$ cat src/rtl/magnitude_compare_serial_pkg.sv
// Shared types for the serial magnitude comparator: FSM states, compare result
// encoding and its decode to one-hot {gt, eq, lt} flags.
package cmp_pkg;

  typedef enum logic [1:0] {
    IDLE,
    BUSY,
    DONE
  } state_e;

  typedef enum logic [1:0] {
    RES_LT,
    RES_EQ,
    RES_GT
  } res_e;

  // Returns {gt, eq, lt}
  function automatic logic [2:0] res_flags(input res_e r);
    case (r)
      RES_GT:  return 3'b100;
      RES_EQ:  return 3'b010;
      default: return 3'b001;
    endcase
  endfunction

endpackage

$ cat src/rtl/digit_compare.sv
// Combinational greater-than / equal of two DIGIT-bit unsigned slices.
module digit_compare #(
  parameter int DIGIT = 2
) (
  input  logic [DIGIT-1:0] a,
  input  logic [DIGIT-1:0] b,
  output logic             gt,
  output logic             eq
);

  assign gt = (a > b);
  assign eq = (a == b);

endmodule

$ cat src/rtl/magnitude_compare_serial.sv
// MSB-first serial magnitude compare, DIGIT bits/cycle with early exit; result
// appears k cycles after accept and is held until out_ready, no new accept until then.
module magnitude_compare_serial
  import cmp_pkg::*;
#(
  parameter int WIDTH = 8,
  parameter int DIGIT = 2
) (
  input  logic                                clk,
  input  logic                                rst,
  input  logic                                in_valid,
  output logic                                in_ready,
  input  logic [WIDTH-1:0]                    a,
  input  logic [WIDTH-1:0]                    b,
  input  logic                                is_signed,
  output logic                                out_valid,
  input  logic                                out_ready,
  output logic                                gt,
  output logic                                eq,
  output logic                                lt,
  output logic [$clog2(WIDTH/DIGIT+1)-1:0]    cycles
);

  localparam int CNT_W = $clog2(WIDTH/DIGIT+1);
  localparam int NDIG  = WIDTH / DIGIT;
  localparam logic [WIDTH-1:0] MSB_MASK = {1'b1, {(WIDTH-1){1'b0}}};

  if (WIDTH < 2 || DIGIT < 1 || DIGIT > WIDTH || (WIDTH % DIGIT) != 0) begin : g_param_check
    $error("magnitude_compare_serial: WIDTH must be >= 2 and a multiple of DIGIT");
  end

  state_e            state_q, state_d;
  logic [WIDTH-1:0]  a_sh_q, a_sh_d;
  logic [WIDTH-1:0]  b_sh_q, b_sh_d;
  logic [CNT_W-1:0]  dcnt_q, dcnt_d;
  logic [CNT_W-1:0]  cyc_q, cyc_d;
  logic              out_valid_q, out_valid_d;
  logic [2:0]        flags_q, flags_d;

  logic              dig_gt, dig_eq;
  res_e              res;
  logic              finish;

  digit_compare #(.DIGIT(DIGIT)) u_digit_compare (
    .a  (a_sh_q[WIDTH-1 -: DIGIT]),
    .b  (b_sh_q[WIDTH-1 -: DIGIT]),
    .gt (dig_gt),
    .eq (dig_eq)
  );

  assign in_ready = (state_q == IDLE) && !rst;

  always_comb begin
    state_d     = state_q;
    a_sh_d      = a_sh_q;
    b_sh_d      = b_sh_q;
    dcnt_d      = dcnt_q;
    cyc_d       = cyc_q;
    out_valid_d = out_valid_q;
    flags_d     = flags_q;
    res         = RES_EQ;
    finish      = 1'b0;

    case (state_q)
      IDLE: begin
        if (in_valid && in_ready) begin
          // Flipping the sign bit maps two's complement onto offset binary,
          // so the digit loop below only ever does an unsigned compare.
          a_sh_d  = is_signed ? (a ^ MSB_MASK) : a;
          b_sh_d  = is_signed ? (b ^ MSB_MASK) : b;
          dcnt_d  = CNT_W'(NDIG);
          cyc_d   = '0;
          state_d = BUSY;
        end
      end
      BUSY: begin
        cyc_d = cyc_q + CNT_W'(1);
        if (dig_gt) begin
          res    = RES_GT;
          finish = 1'b1;
        end else if (!dig_eq) begin
          res    = RES_LT;
          finish = 1'b1;
        end else if (dcnt_q == CNT_W'(1)) begin
          res    = RES_EQ;
          finish = 1'b1;
        end else begin
          a_sh_d = a_sh_q << DIGIT;
          b_sh_d = b_sh_q << DIGIT;
          dcnt_d = dcnt_q - CNT_W'(1);
        end
        if (finish) begin
          state_d     = DONE;
          out_valid_d = 1'b1;
          flags_d     = res_flags(res);
        end
      end
      DONE: begin
        if (out_ready) begin
          state_d     = IDLE;
          out_valid_d = 1'b0;
          flags_d     = 3'b000;
        end
      end
      default: state_d = IDLE;
    endcase
  end

  always_ff @(posedge clk) begin
    if (rst) begin
      state_q     <= IDLE;
      a_sh_q      <= '0;
      b_sh_q      <= '0;
      dcnt_q      <= '0;
      cyc_q       <= '0;
      out_valid_q <= 1'b0;
      flags_q     <= 3'b000;
    end else begin
      state_q     <= state_d;
      a_sh_q      <= a_sh_d;
      b_sh_q      <= b_sh_d;
      dcnt_q      <= dcnt_d;
      cyc_q       <= cyc_d;
      out_valid_q <= out_valid_d;
      flags_q     <= flags_d;
    end
  end

  assign out_valid = out_valid_q;
  assign gt        = flags_q[2];
  assign eq        = flags_q[1];
  assign lt        = flags_q[0];
  assign cycles    = cyc_q;

endmodule

$ cat config.mk
export PLATFORM = sky130hd
export DESIGN_NAME = magnitude_compare_serial
export DESIGN_NICKNAME = d
export VERILOG_FILES = /design/src/rtl/magnitude_compare_serial_pkg.sv /design/src/rtl/digit_compare.sv /design/src/rtl/magnitude_compare_serial.sv
export SDC_FILE = /design/constraint.sdc
export NUM_CORES = 1
export LEC_CHECK = 0
export CAP_MARGIN = 20
export CELL_PAD_IN_SITES_DETAIL_PLACEMENT = 2
export CELL_PAD_IN_SITES_GLOBAL_PLACEMENT = 2
export CORE_MARGIN = 1
export CORE_UTILIZATION = 32
export DETAILED_ROUTE_END_ITERATION = 16
export PLACE_DENSITY_LB_ADDON = 0.1
export SETUP_SLACK_MARGIN = 0.2
export SLEW_MARGIN = 20
export SYNTH_ARGS = -nofsm -noshare
export SYNTH_HDL_FRONTEND = slang
export SYNTH_HIERARCHICAL = 1
export SYNTH_SLANG_ARGS = --single-unit
$ cat constraint.sdc
create_clock -name clk -period 2.4 [get_ports clk]
set_clock_uncertainty 0.2 [all_clocks]
set_input_delay 0.24 -clock clk [delete_from_list [all_inputs] [get_ports clk]]
set_output_delay 0.24 -clock clk [all_outputs]
set_load 0.03 [all_outputs]
==> metrics.txt <==
Synth area leaders=dfxtp_1, mux2i_1, a211oi_2; CTS tree=yes; Final TNS setup=0 ns; die area=5030 um^2; Leak Pwr=0.754 nW; top-count cell post-synth=dfxtp_1; initial antenna violation count=0; Pre-Repair DR Iteration Count=6; Worst slew margin=66.6%; Final WS setup=0.300 ns; sequential area share after synthesis=36.9%; FMAX=476 MHz; DR vias=1259; critical path's largest stage delay=0.36 ns; Buffers on Ports=28; maxcap violations=0; number of flops mapped to enable cells by yosys=0; Synth Area per Inst=10.1 um^2; top cell type by total area after synthesis=dfxtp_1; final wirelength=4.21 mm; residual overflow from global routing=0; Iteration-0 DRC Markers=51; Die Y=70.9 um; pin count of the biggest net entering global routing=26; CP bufs+invs=2; DRC errors left=0; CTS clock-pin slew for the worst setup and hold paths=0.11 ns; Fill cells=484; setup repair bufs after CTS=0; Tot GR Track Use=18.0%; antenna diode count=0; Die X=70.9 um; Setup-failing EPs final=0; Placer Congestion=0.711; crit path cell chain=inv_1 > ha_1 > and2_4 > a21oi_4 > and4bb_4 > buf_4 > a211oi_1 > a211oi_2; DP HPWL=3.02 mm; Top FF cell, synth=dfxtp_1; run status=complete, no violations; Vias/cell=5.47; Peak VDD IR=0.326 mV; RSZ-0062 raised after global routing=no; Slowest cell on crit path=dfxtp_1; Commonest cells post-synth=dfxtp_1, mux2i_1, a211oi_1; Mapped Area=1520 um^2; Initial Util=34.2%; Synth Instances=150; Clock Tree Buf Depth=2; min-delay worst type=reg -> reg; Synth top area share=36.9%; Synth cell types=43; Sink Count=28; floorplan row count=24; worst-path maximum fanout=8; Clk Tree Root Cell=clkbuf_8; crit path kind=reg -> reg; global-route wire length before repair=6.93 mm; synth warn=6; slew at the pin closest to its max-slew limit=0.501 ns; Antenna Violating Nets Remaining=0; Req. time, crit path=2.38 ns; core area=4440 um^2; Crit. End Element=register; CP top delay family=compound AO/OA/AOI/OAI gates; I/O pin count=29; H-tree Lvls=1; dpl ws=-0.0338 ns; startpoint types=register; area grow syn2layout=29.6%; Post-CTS Hold Buffers=0; Post-Synthesis Net Count=176; clock buffer count from CTS=3; layout cells sized above 1=19.7%; asr flop ratio synth=0%; flops & latches, synth=28; CP arrival=2.08 ns; final worst path period share=87.5%; Final min period=2.10 ns; worst-skew pair later-pin latency=0.29 ns; vias in the first global route=1359; final hold viol count=0; Cell Pwr Density=710 nW/um^2; Layout Nets=205; WL/cell=18.3 um; Slew Limit Fails=0
[logic make-up after synthesis]
kind of cell / synth area share [%]
muxes: 8.57
adders and majority gates: 4.12
and+or+nand+nor: 13.8
buffers and inverters: 7.41
AOI/OAI and AO/OA: 28.0
DFF: 36.9
xor gates and xnor gates: 1.15
[area by class of cell]
type	instances	area [um^2]	share of cell area, %
tap	52	65.1	3.31
timing repair buffer	37	358	18.2
sequential	28	561	28.5
multi-input combinational	102	887	45.1
clock inverter	1	30.0	1.53
clock buffer	3	41.3	2.10
inverter	7	26.3	1.34
[final timing paths]
check	slack, ns	from	endpoint	depth (start not counted)
hold reg to reg	0.27	b_sh_q[7]$_SDFFE_PP0P_	b_sh_q[7]$_SDFFE_PP0P_	2
setup reg to reg	0.30	a_sh_q[6]$_SDFFE_PP0P_	b_sh_q[3]$_SDFFE_PP0P_	8
setup / recovery	0.30	a_sh_q[6]$_SDFFE_PP0P_	b_sh_q[3]$_SDFFE_PP0P_	8
hold / removal	0.27	b_sh_q[7]$_SDFFE_PP0P_	b_sh_q[7]$_SDFFE_PP0P_	2
[stage by stage]
stage | cell area [um^2] | utilization, % | instances | power (mW) | hold WS, ns
after floorplan | 1520 | - | 150 | 0.854 | 0.166
after global placement | 1860 | 41.8 | 226 | 0.970 | 0.259
after detailed placement | 1860 | 41.8 | 226 | 0.988 | 0.266
after CTS | 1950 | 43.8 | 230 | 1.39 | 0.280
after global routing | 1970 | 44.3 | 230 | 1.47 | 0.301
final | 1970 | 44.3 | 230 | 1.40 | 0.273
[worst register-to-register path: cells and delay by family, from the launching register on]
kind | cells | cell delay (ns)
AO/OA/AOI/OAI | 3 | 0.51
AND/OR/NAND/NOR | 2 | 0.44
adder cells (fa/ha/maj) | 1 | 0.28
flip-flops | 1 | 0.36
buffers and inverters | 2 | 0.20
[layer usage]
layer	track usage (%)	part of all wire, %
met1	22.2	45
met2	31.9	51
met3	2.71	2.9
met4	6.00	1.4
met5	0	0
[power breakdown]
group	internal [mW]	switching (mW)
registers	0.519	0.0387
clock network	0.224	0.171
logic	0.210	0.235
total	0.953	0.445
[repair_timing]
action | 4_1_cts | 5_1_grt
setup endpoints to repair | 19 | 14
gates resized for setup | 5 | 4
pin swaps | 0 | 1
[state kept, by name, summed over array words and instances (netlist names)]
name       flops
b_sh_q         8
a_sh_q         8
cycles         3
out_valid      1
state_q        2
dcnt_q         3
flags_q        3
[cell usage in the layout, fill, tap and decap left out, types with 2 or more instances in the layout]
cell type / count
inv_1: 6
nand2_1: 4
o211ai_1: 3
xor2_1: 2
mux2i_1: 13
a21boi_0: 2
buf_4: 9
a32o_1: 4
or3b_2: 2
dfxtp_1: 28
clkbuf_8: 3
nor2_1: 5
a211oi_2: 11
a21oi_1: 7
a211oi_1: 9
nand3_1: 2
clkdlybuf4s50_1: 27
nor2b_1: 2
a21oi_4: 2
nand2b_1: 6
ha_1: 5
o21ai_0: 5
o221ai_1: 2
Power figures use the tool's default switching activity.
